<file path="src/rtl/viz_pkg.sv">
// Shared types and default sizing for the spectrum visualiser bar pipeline.
package viz_pkg;

  localparam int NUM_BARS_DEF   = 16;
  localparam int HEIGHT_W_DEF   = 9;
  localparam int ADDR_W_DEF     = 13;
  localparam int MAX_HEIGHT_DEF = 480;
  localparam int DECAY_STEP_DEF = 4;

  typedef logic [HEIGHT_W_DEF-1:0] height_t;

  typedef enum logic [1:0] {
    IDLE   = 2'd0,
    READ   = 2'd1,
    DRAIN  = 2'd2,
    COMMIT = 2'd3
  } seq_state_t;

endpackage

</file>
<file path="src/rtl/peak_decay_unit.sv">
// Combinational peak-hold cell: clamps a fresh sample to the display ceiling,
// lets the previously shown height fall by a fixed step (never below zero),
// and keeps whichever of the two is taller.
module peak_decay_unit #(
  parameter int HEIGHT_W   = viz_pkg::HEIGHT_W_DEF,
  parameter int MAX_HEIGHT = viz_pkg::MAX_HEIGHT_DEF,
  parameter int DECAY_STEP = viz_pkg::DECAY_STEP_DEF
) (
  input  logic [HEIGHT_W-1:0] sample,
  input  logic [HEIGHT_W-1:0] old_height,
  output logic [HEIGHT_W-1:0] new_height
);
  import viz_pkg::*;

  localparam logic [HEIGHT_W-1:0] MAX_H = HEIGHT_W'(MAX_HEIGHT);
  localparam logic [HEIGHT_W-1:0] STEP  = HEIGHT_W'(DECAY_STEP);

  logic [HEIGHT_W-1:0] clamped_s;
  logic [HEIGHT_W-1:0] decayed_s;

  // Clamp, saturating decay, then select the larger of the two.
  always_comb begin
    clamped_s  = {HEIGHT_W{1'b0}};
    decayed_s  = {HEIGHT_W{1'b0}};
    new_height = {HEIGHT_W{1'b0}};
    if (sample > MAX_H) begin
      clamped_s = MAX_H;
    end else begin
      clamped_s = sample;
    end
    if (old_height > STEP) begin
      decayed_s = old_height - STEP;
    end else begin
      decayed_s = {HEIGHT_W{1'b0}};
    end
    if (clamped_s > decayed_s) begin
      new_height = clamped_s;
    end else begin
      new_height = decayed_s;
    end
  end

endmodule

</file>
<file path="src/rtl/height_update_sequencer.sv">
// Once per frame, reads one 16-bin magnitude bank from the spectrum memory,
// folds it into the displayed heights with peak-hold/decay, and commits all
// bars in a single cycle followed by a one-cycle loaded pulse.
module height_update_sequencer #(
  parameter int NUM_BARS   = viz_pkg::NUM_BARS_DEF,
  parameter int HEIGHT_W   = viz_pkg::HEIGHT_W_DEF,
  parameter int ADDR_W     = viz_pkg::ADDR_W_DEF,
  parameter int MAX_HEIGHT = viz_pkg::MAX_HEIGHT_DEF,
  parameter int DECAY_STEP = viz_pkg::DECAY_STEP_DEF
) (
  input  logic                               clk,
  input  logic                               reset_n,
  input  logic                               frame_end,
  input  logic                               freeze,
  input  logic [9:0]                         sel,
  output logic                               mem_rd,
  output logic [ADDR_W-1:0]                  mem_addr,
  input  logic [HEIGHT_W-1:0]                mem_rdata,
  output logic [NUM_BARS-1:0][HEIGHT_W-1:0]  heights,
  output logic                               loaded,
  output logic                               busy,
  output logic [7:0]                         overrun_cnt
);
  import viz_pkg::*;

  localparam int              IDX_W    = $clog2(NUM_BARS);
  localparam logic [IDX_W-1:0] LAST_IDX = IDX_W'(NUM_BARS - 1);

  seq_state_t                        state_r, state_s;
  logic                              frame_end_q;
  logic [IDX_W-1:0]                  idx_r, idx_s;
  logic [IDX_W-1:0]                  cap_idx_r;
  logic [ADDR_W-1:0]                 base_r, base_s;
  logic [ADDR_W-1:0]                 addr_s;
  logic                              rd_s;
  logic                              rd_q_r;
  logic                              edge_s;
  logic                              start_s;
  logic [HEIGHT_W-1:0]               capture_s;
  logic [NUM_BARS-1:0][HEIGHT_W-1:0] shadow_r;
  logic                              sel_unused_s;

  // Only nine select bits form the bank base; the top bit is ignored.
  assign sel_unused_s = sel[9];

  assign edge_s  = frame_end & ~frame_end_q;
  assign start_s = edge_s & ~freeze & (state_r == IDLE);

  peak_decay_unit #(
    .HEIGHT_W   (HEIGHT_W),
    .MAX_HEIGHT (MAX_HEIGHT),
    .DECAY_STEP (DECAY_STEP)
  ) u_peak_decay (
    .sample     (mem_rdata),
    .old_height (heights[cap_idx_r]),
    .new_height (capture_s)
  );

  // Next-state, read index and next read strobe/address for the sequence.
  always_comb begin
    state_s = state_r;
    idx_s   = idx_r;
    base_s  = base_r;
    addr_s  = {ADDR_W{1'b0}};
    rd_s    = 1'b0;
    case (state_r)
      IDLE: begin
        if (start_s) begin
          state_s = READ;
          idx_s   = {IDX_W{1'b0}};
          base_s  = ADDR_W'({sel[8:0], 4'b0000});
          addr_s  = ADDR_W'({sel[8:0], 4'b0000});
          rd_s    = 1'b1;
        end else begin
          state_s = IDLE;
        end
      end
      READ: begin
        if (idx_r == LAST_IDX) begin
          state_s = DRAIN;
        end else begin
          idx_s  = idx_r + IDX_W'(1);
          addr_s = base_r + ADDR_W'(idx_r + IDX_W'(1));
          rd_s   = 1'b1;
        end
      end
      DRAIN:   state_s = COMMIT;
      COMMIT:  state_s = IDLE;
      default: state_s = IDLE;
    endcase
  end

  // Sequencer state, edge detector and registered memory/status outputs.
  always_ff @(posedge clk) begin
    if (!reset_n) begin
      state_r     <= IDLE;
      idx_r       <= {IDX_W{1'b0}};
      base_r      <= {ADDR_W{1'b0}};
      frame_end_q <= 1'b0;
      mem_rd      <= 1'b0;
      mem_addr    <= {ADDR_W{1'b0}};
      busy        <= 1'b0;
      loaded      <= 1'b0;
      rd_q_r      <= 1'b0;
    end else begin
      state_r     <= state_s;
      idx_r       <= idx_s;
      base_r      <= base_s;
      frame_end_q <= frame_end;
      mem_rd      <= rd_s;
      mem_addr    <= addr_s;
      busy        <= (state_s != IDLE);
      loaded      <= (state_r == COMMIT);
      rd_q_r      <= mem_rd;
    end
  end

  // Capture each returned sample into the shadow bank, one bin per cycle.
  always_ff @(posedge clk) begin
    if (!reset_n) begin
      shadow_r  <= {(NUM_BARS*HEIGHT_W){1'b0}};
      cap_idx_r <= {IDX_W{1'b0}};
    end else if (rd_q_r) begin
      shadow_r[cap_idx_r] <= capture_s;
      cap_idx_r           <= cap_idx_r + IDX_W'(1);
    end else if (state_r == IDLE) begin
      cap_idx_r <= {IDX_W{1'b0}};
    end else begin
      cap_idx_r <= cap_idx_r;
    end
  end

  // Commit the whole shadow bank to the visible heights in one cycle.
  always_ff @(posedge clk) begin
    if (!reset_n) begin
      heights <= {(NUM_BARS*HEIGHT_W){1'b0}};
    end else if (state_r == COMMIT) begin
      heights <= shadow_r;
    end else begin
      heights <= heights;
    end
  end

  // Count frame ends that arrive while a sequence is still running.
  always_ff @(posedge clk) begin
    if (!reset_n) begin
      overrun_cnt <= 8'd0;
    end else if (edge_s && (state_r != IDLE) && (overrun_cnt != 8'hFF)) begin
      overrun_cnt <= overrun_cnt + 8'd1;
    end else begin
      overrun_cnt <= overrun_cnt;
    end
  end

endmodule

</file>
<file path="config.mk">
export PLATFORM = sky130hd
export DESIGN_NAME = height_update_sequencer
export DESIGN_NICKNAME = d
export VERILOG_FILES = /design/src/rtl/viz_pkg.sv /design/src/rtl/peak_decay_unit.sv /design/src/rtl/height_update_sequencer.sv
export SDC_FILE = /design/constraint.sdc
export NUM_CORES = 1
export LEC_CHECK = 0
export BUFFER_PORTS_ARGS = -buffer_cell sky130_fd_sc_hd__buf_2
export CAP_MARGIN = 30
export CORE_MARGIN = 4
export CORE_UTILIZATION = 56
export CTS_CLUSTER_SIZE = 30
export DETAILED_ROUTE_END_ITERATION = 10
export PLACE_DENSITY = 0.83
export SLEW_MARGIN = 20
export SYNTH_ARGS = -nofsm -noshare
export SYNTH_HDL_FRONTEND = slang
export SYNTH_SLANG_ARGS = --single-unit
</file>
<file path="constraint.sdc">
create_clock -name clk -period 5.7 [get_ports clk]
set_clock_uncertainty 0.1 [all_clocks]
set_input_delay 0.57 -clock clk [delete_from_list [all_inputs] [get_ports clk]]
set_output_delay 0.57 -clock clk [all_outputs]
set_load 0.02 [all_outputs]
</file>
Yosys cells after proc, flatten, opt, wreduce, memory -nomap -nowiden
Index checks and enable logic that the tools add are counted.

Memory bits (read-only): 0. Bits in registers: 333. Memory bits (writable): 0. Bits in latches: 0. Word-level logic and storage cells: 98. Memories kept: 0.

Shift operators: 0. Bitwise operators: 5. Mux-type cells: 22. Order comparisons: 5. Eq/ne operators: 7. Div/mod/pow operators: 0. Add/sub/neg operators: 6. $mul: 0. Reductions and logical operators: 10.

Operator list (number): 144-bit bitwise mux (1); 9-bit 2-to-1 mux (5); 9-bit binary-select mux with 4-bit select (1); 9-bit demux with 4-bit select (1); 13-bit 2-to-1 mux (2); 13-bit case mux with 2 select lines (1); 4-bit 2-to-1 mux (4); 13-bit by 5-bit adder with 13-bit output (1); 9-bit by 3-bit greater-than comparator with 1-bit output, second input constant (1); 9-bit greater-than comparator (1); 9-bit greater-than comparator, second input constant (1); 9-bit by 3-bit subtractor with 9-bit output, second input constant (1); 4-bit by 1-bit adder with 4-bit output, second input constant (2); 8-bit by 1-bit adder with 8-bit output, second input constant (1); 8-bit != test, second input constant (1); 2-bit case mux with 4 select lines (1); 4-bit case mux with 2 select lines (1); 2-bit nonzero test (4); 4-bit by 1-bit adder with 5-bit output, second input constant (1); 4-bit by 5-bit < comparator with 1-bit output, second input constant (1); 2-bit == test, second input constant (2); 4-bit == test, second input constant (1); 4-bit by 1-bit >= comparator with 1-bit output, second input constant (1); 2-bit != test, second input constant (2); other kinds (10) (17).

Logic depth before layout (Yosys ltp)
Gate-level depths: netlist of the first run.

Depth after elaboration: 7. Depth in mapped cells: 22.

By module
Synthesis of the first run repeated with hierarchy kept, for this count alone.

Cells, all modules: 1647. Area, all modules: 13585.5 µm².

By module, submodules not included: height_update_sequencer (cells an instance 1568, area each 13020.0 µm², seq. area each 6666.4 µm², times used 1); peak_decay_unit (cells an instance 79, area each 565.5 µm², seq. area each 0.0 µm², times used 1).

Least setup slack after synthesis of the first run
Ideal clock, no wire load.

Kind: register -> register. From: register cap_idx_r[0]. To: register shadow_r[16] in the netlist's numbering. Data required time: 5.468 ns. Data arrival time: 5.059 ns. Setup slack: 0.409 ns. Stages on the path, launching flop included: 23. Cells stage by stage: dfxtp_1 buf_6 buf_6 mux4_2 a22oi_1 nand2_1 inv_1 ha_1 inv_1 nor4_2 o21ai_4 buf_6 nand2_1 ha_1 a21o_1 a2111oi_0 o31ai_1 nand2_1 buf_1 nand4_1 o2111ai_1 buf_2 a21oi_1.

Longest elaborated chain between the ends: 7.

Ends and longest elaborated chain: start: declaration (RTL line height_update_sequencer.sv:32) `logic [IDX_W-1:0] cap_idx_r;`; start signal: assignment (RTL line height_update_sequencer.sv:122) `cap_idx_r <= {IDX_W{1'b0}};`; start signal: assignment (RTL line height_update_sequencer.sv:125) `cap_idx_r <= cap_idx_r + IDX_W'(1);`; start signal: assignment (RTL line height_update_sequencer.sv:127) `cap_idx_r <= {IDX_W{1'b0}};`; 9-bit binary-select mux with 4-bit select (RTL line height_update_sequencer.sv:55) `.old_height (heights[cap_idx_r]),`; 9-bit 2-to-1 mux (not written as such) (RTL line height_update_sequencer.sv:55); 9-bit by 3-bit subtractor with 9-bit output / 9-bit by 3-bit greater-than comparator with 1-bit output (equally long branches) (RTL line peak_decay_unit.sv:32, peak_decay_unit.sv:31); 9-bit 2-to-1 mux (RTL line peak_decay_unit.sv:31) `if (old_height > STEP) begin`; 9-bit greater-than comparator (RTL line peak_decay_unit.sv:36) `if (clamped_s > decayed_s) begin`; 9-bit 2-to-1 mux (RTL line peak_decay_unit.sv:36); 144-bit bitwise mux * (RTL line height_update_sequencer.sv:124) `shadow_r[cap_idx_r] <= capture_s;`; end signal: assignment (RTL line height_update_sequencer.sv:121) `shadow_r <= {(NUM_BARS*HEIGHT_W){1'b0}};`; end signal: indexed assignment (RTL line height_update_sequencer.sv:124); end: declaration (RTL line height_update_sequencer.sv:40) `logic [NUM_BARS-1:0][HEIGHT_W-1:0] shadow_r;`.

Mark *: on every way between the ends. The rest lies on a longest branch, timed or not. The select of a mux whose other input is x is not followed. A chain may end at the register's enable or synchronous reset.

Worst setup path after layout of the first run
From: register cap_idx_r[0]. To: register shadow_r[44] in the netlist's numbering.

Same word-level chain as after synthesis.

==> impl_metrics.json, run 1 <==
{
  "outcome": "completed",
  "netlist_area_mm2": 0.0136,
  "die_x_um": 164,
  "p_sw_share_pct": 21.1,
  "synth-edff-count": 0,
  "fin_ws_ps": 460,
  "ys.warnings.count": 0,
  "mostFrequentLayoutCell": "nand2_1",
  "tns_ps": 0,
  "clock_latency_ps": 510,
  "cts_tree": "done",
  "peakVddDrop_v": 0.000237,
  "worstPathRequired_ps": 5950,
  "drt_wl_total_um": 36900,
  "fillCellCount": 1848,
  "final_area_mm2": 0.0161,
  "hold_viol": 0,
  "cp-end-kind": "flip-flop",
  "numCtsBuffers": 34,
  "ys_seq_area_share_pct": 49.0,
  "start_kind": "flip-flop",
  "async_flop_share_pct": 0,
  "fmax_mhz": 191,
  "synth_cell_type_count": 54,
  "power_uw": 4860,
  "crit_type": "flip-flop to flip-flop",
  "power_frac_clock_pct": 47.9,
  "arrival_ps": 5490,
  "setup_violations": 0,
  "p_leak_uw": 0.00626,
  "clockRootBuffer": "clkbuf_16",
  "final_cell_mix": "359 x nand2_1, 331 x dfxtp_1, 188 x buf_2",
  "drt_first_pass_iters": 7,
  "fin_crit_ps": 5240,
  "rows": 56,
  "vias": 11495,
  "synth_area_per_cell_um2": 9.17,
  "drc_errors": 0,
  "dpl_cell_area_mm2": 0.0148,
  "antenna_found_initial": 0,
  "tightest_slew_ps": 864,
  "pwr-share-comb_pct": 3.8,
  "internal_power_uw": 3830,
  "start_util_pct": 57.4,
  "portBuffers": 189,
  "syn_inst": 1483,
  "power_density_mw_per_mm2": 303,
  "grt_max_degree": 129,
  "grt.overflow.total": 0,
  "dp_hpwl_um": 24600,
  "synth.ff_latch_count": 333,
  "cts_sinks": 333,
  "viasPerCell": 5.80,
  "grtUsageTotal_pct": 26.7,
  "post_cts_buffers": 0,
  "drt_iter0_markers": 1149,
  "drive_gt1_share_pct": 22.2,
  "cts_htree_levels": 2,
  "drv_cap": 0,
  "grt_pass1_vias": 11020,
  "critPathMaxFanout": 16,
  "die_area_mm2": 0.0268,
  "slew_headroom_pct": 42.4,
  "ant_nets": 0,
  "hold_buffers": 0,
  "slew_violations": 0,
  "io_pins": 191,
  "syn_nets": 1523,
  "clock_path_buffers": 3,
  "dp_slack_ps": 342,
  "die_y_um": 164,
  "path_clk_slew_ps": 60,
  "p_seq_share_pct": 48.3,
  "rsz0062_at_grt": "false",
  "cpPeakStageDelay_ps": 650,
  "synthToLayoutAreaGrowth_pct": 18.1,
  "p_switching_uw": 1030,
  "nets": 1679,
  "synth_top_area_share_pct": 49.0,
  "core_mm2": 0.0237,
  "finalCritPeriodShare_pct": 91.9,
  "diodes": 0,
  "hold_class": "input port to flip-flop",
  "yosys-top-cells-area": "dfxtp_1 49%, nand2_1 9.9%, a21boi_0 8.6%",
  "cts_resized": 0,
  "yosysTopAreaCell": "dfxtp_1",
  "crit_chain": "buf_4 > mux4_2 > a22oi_1 > nand2_1 > inv_1 > ha_1 > inv_1 > nor4_2 > o21ai_4 > nand2_1 > ha_1 > a21o_1 > a2111oi_0 > o31ai_2 > and2_1 > and3_1 > a41oi_4 > mux2i_1",
  "slowest_stage": "dfxtp_2",
  "grt_pass1_wl_um": 57500,
  "gp_congestion": 0.879,
  "synth_ff_type": "dfxtp_1",
  "wl_per_cell_um": 18.6
}
-- Yosys cell counts (12+ instances only) --
master    instances
mux2i_1          17
a22oi_1          16
and3_1           12
ha_1             17
mux4_2           36
a21oi_2          20
o21ai_0         136
a21boi_0        156
nor2_1           28
clkbuf_1         96
and2_1           18
nand2_1         360
a21oi_1         114
dfxtp_1         333
-- logic make-up (layout without fill, tap and decap cells) --
logic type	after synthesis	count (layout)	share of synthesized area [%]
DFF	333	333	49.0
and+or+nand+nor	468	468	14.6
xor gates and xnor gates	16	16	1.03
adders and majority gates	17	17	1.56
buffers and inverters	123	304	3.83
muxes	54	54	7.30
AOI/OAI and AO/OA	472	472	22.7
-- per-stage QoR --
| stage | util, % | hold slack, ps | instances |
|---|---|---|---|
| after detailed placement | 62.7 | 349 | 1921 |
| final | 67.8 | 204 | 1983 |
| after global routing | 67.8 | 191 | 1983 |
| after floorplan | - | 335 | 1483 |
| after global placement | 62.5 | 343 | 1916 |
| after CTS | 67.7 | 195 | 1982 |
-- per-layer routing --
layer / global-route usage, % / wire length (µm) / up-vias
met2: 44.1 / 17800 / 440
met3: 4.59 / 2470 / 69
met4: 9.15 / 1080 / 0
li1: - / - / 5431
met5: 0 / 0 / -
met1: 35.7 / 15500 / 5555
-- cell type report --
type | count | area [µm²] | share of cell area, %
clock buffers | 47 | 971 | 6.05
repair buffers | 236 | 1350 | 8.41
inverters | 7 | 26.3 | 0.164
well taps | 319 | 399 | 2.49
flip-flops and latches | 333 | 6670 | 41.5
multi-input cells | 1027 | 6430 | 40.0
clock inverters | 14 | 210 | 1.31
-- sequential cells by signal, indices dropped and copies added (netlist names) --
| register | flops |
|---|---|
| state_r | 2 |
| idx_r | 4 |
| mem_rd | 1 |
| heights | 144 |
| shadow_r | 144 |
| overrun_cnt | 8 |
| base_r | 9 |
| frame_end_q | 1 |
| busy | 1 |
| loaded | 1 |
| cap_idx_r | 4 |
| rd_q_r | 1 |
| mem_addr | 13 |
-- critical path: cells and delay by family (launching register included) --
family,cells,cell delay (ps)
and+or+nand+nor,5,1030
AOI/OAI and AO/OA,6,1700
adders and majority gates,2,380
buffers and inverters,3,480
DFF,1,650
muxes,2,730
-- power groups by stage --
stage          sequential (µW)  combinational, µW  clock [µW]
2_1_floorplan             2400                119           0
3_3_place_gp              2400                176           0
3_5_place_dp              2400                179           0
4_1_cts                   2350                180        2340
5_1_grt                   2350                198        2440
6_report                  2350                185        2330
-- path summary, 6_finish.rpt --
kind | start | to | slack, ps | cells after the start
max | cap_idx_r[0]$_SDFFE_PN0P_ | shadow_r[44]$_SDFFE_PN0P_ | 460 | 18
max reg2reg | cap_idx_r[0]$_SDFFE_PN0P_ | shadow_r[44]$_SDFFE_PN0P_ | 460 | 18
min | sel[1] | mem_addr[5]$_SDFF_PN0_ | 200 | 2
min reg2reg | shadow_r[31]$_SDFFE_PN0P_ | heights[31]$_SDFFE_PN0P_ | 360 | 2
(Power assumes the default switching activity.)
==> run 2, diff against run 1 <==
Settings changed: GPL_TIMING_DRIVEN set to 0, PLACE_DENSITY 0.83 to 0.77, SETUP_SLACK_MARGIN set to 0.4.
==> run 2 against run 1 <==
Compared with the run above: clock power is 3% lower; global-route usage grew 4.9 points; fmax up 1.6%.
==> impl_metrics.json, run 2 (synthesis gave the netlist of run 1 again) <==
{
  "outcome": "completed",
  "critPathMaxFanout": 10,
  "wl_per_cell_um": 21.0,
  "power_density_mw_per_mm2": 296,
  "holdWs_ps": 184,
  "whs_path_depth": 2,
  "fin_crit_ps": 5160,
  "antenna_found_initial": 0,
  "finalCritPeriodShare_pct": 90.5,
  "clockRootBuffer": "clkbuf_16",
  "crit_type": "flip-flop to flip-flop",
  "die_area_mm2": 0.0268,
  "worstPathRequired_ps": 5980,
  "diodes": 0,
  "pwr-share-comb_pct": 4.6,
  "biggestRegsByFlops": "heights: 144 flops, shadow_r: 144 flops, mem_addr: 13 flops",
  "arrival_ps": 5440,
  "drive_gt1_share_pct": 20.3,
  "drv_cap": 0,
  "drt_first_pass_iters": 5,
  "die_x_um": 164,
  "numCtsBuffers": 35,
  "drt_wl_total_um": 43300,
  "dp_cells": 1991,
  "peakVddDrop_v": 0.000191,
  "vias": 12215,
  "drt_iter0_markers": 1224,
  "power_uw": 4830,
  "grt_pass1_vias": 11694,
  "clock_path_buffers": 3,
  "rows": 56,
  "drc_errors": 0,
  "path_clk_slew_ps": 60,
  "die_y_um": 164,
  "p_leak_uw": 0.00625,
  "dp_hpwl_um": 30600,
  "synthToLayoutAreaGrowth_pct": 20.1,
  "rsz0062_at_grt": "false",
  "start_util_pct": 57.4,
  "grt_max_degree": 14,
  "ant_nets": 0,
  "fmax_mhz": 194,
  "cts_sinks": 333,
  "ff2ff_path_depth": 19,
  "mostFrequentLayoutCell": "nand2_1",
  "final_cell_mix": "359 x nand2_1, 332 x dfxtp_1, 188 x buf_2",
  "p_sw_share_pct": 22.0,
  "io_pins": 191,
  "grt.overflow.total": 0,
  "tightest_slew_ps": 958,
  "finalNonFillerCells": 2061,
  "internal_power_uw": 3770,
  "crit_path_frequent_cell": "buf_6",
  "finish.utilization_pct": 69.0,
  "clock_latency_ps": 520,
  "cts_tree": "done",
  "nets": 1762,
  "core_mm2": 0.0237,
  "grtUsageTotal_pct": 31.6,
  "p_seq_share_pct": 48.6,
  "hold_class": "input port to flip-flop",
  "cp-end-kind": "flip-flop",
  "portBuffers": 188,
  "hold_viol": 0,
  "slew_violations": 0,
  "viasPerCell": 5.93,
  "start_kind": "flip-flop",
  "cp_num_cells": 19,
  "setup_violations": 0,
  "gp_congestion": 0.932,
  "slew_headroom_pct": 36.1,
  "grt_pass1_wl_um": 65700,
  "p_switching_uw": 1060,
  "crit_chain": "buf_6 > clkbuf_2 > buf_8 > mux4_2 > a22oi_1 > nand2_1 > nor4_4 > o21ai_4 > buf_6 > nand2_1 > ha_1 > a21o_1 > a2111oi_2 > o31ai_2 > buf_4 > and3_1 > a31oi_4 > buf_6 > a21oi_2",
  "crit_family": "compound AO/OA/AOI/OAI gates",
  "hold_buffers": 0,
  "cpPeakStageDelay_ps": 480,
  "cts_htree_levels": 2,
  "slowest_stage": "dfxtp_1",
  "crit_buf_inv": 6,
  "power_frac_clock_pct": 46.8
}
## run 2: final cells by class
class / instances / area [µm²]
inverters: 7 / 26.3
multi-input cells: 1027 / 6480
fillers: 1897 / 7350
clock buffers: 52 / 1080
well taps: 319 / 399
flip-flops and latches: 333 / 6670
repair buffers: 202 / 1050
clock inverters: 5 / 50.0
plain buffers: 116 / 568
## run 2: power groups by stage
stage	clock network (µW)	registers (µW)	logic (µW)
6_report	2260	2350	222
5_1_grt	2360	2350	233
4_1_cts	2260	2350	210
3_5_place_dp	0	2400	195
3_3_place_gp	0	2400	194
2_1_floorplan	0	2400	119
## run 2: metal layers
metal  share of wire (%)  GRT usage (%)  vias to the layer above
li1                    -              -                     5615
met2                  47           50.9                      650
met3                 9.9           6.47                      114
met1                  39           41.8                     5836
met4                 3.7           12.8                        0
met5                   0              0                        -
## run 2: path summary, 6_finish.rpt
kind         slack, ps                       from                   endpoint
min                180                  frame_end     frame_end_q$_SDFF_PN0_
max                540  cap_idx_r[1]$_SDFFE_PN0P_  shadow_r[42]$_SDFFE_PN0P_
min reg2reg        360  shadow_r[63]$_SDFFE_PN0P_   heights[63]$_SDFFE_PN0P_
max reg2reg        540  cap_idx_r[1]$_SDFFE_PN0P_  shadow_r[42]$_SDFFE_PN0P_
## run 2: stage by stage
step / instance area [µm²] / setup WS, ps / setup TNS (ps)
after detailed placement: 15000 / -1340 / -130580
after CTS: 16200 / 409 / 0
after floorplan: 13600 / 409 / 0
final: 16300 / 540 / 0
after global routing: 16300 / 447 / 0
after global placement: 14900 / -1370 / -128350
## run 2: worst reg2reg max path: stages (launching register included)
cell	delay, ps
dfxtp_1	480
buf_6	270
clkbuf_2	290
buf_8	190
mux4_2	360
a22oi_1	290
nand2_1	240
nor4_4	390
o21ai_4	110
buf_6	160
nand2_1	70
ha_1	250
a21o_1	180
a2111oi_2	390
o31ai_2	150
buf_4	190
and3_1	190
a31oi_4	370
buf_6	270
a21oi_2	90
## run 2: what timing repair did
action	4_1_cts	5_1_grt
setup buffers	5	7
resized for setup	31	6
setup endpoints to repair	144	144
pin swaps	3	5
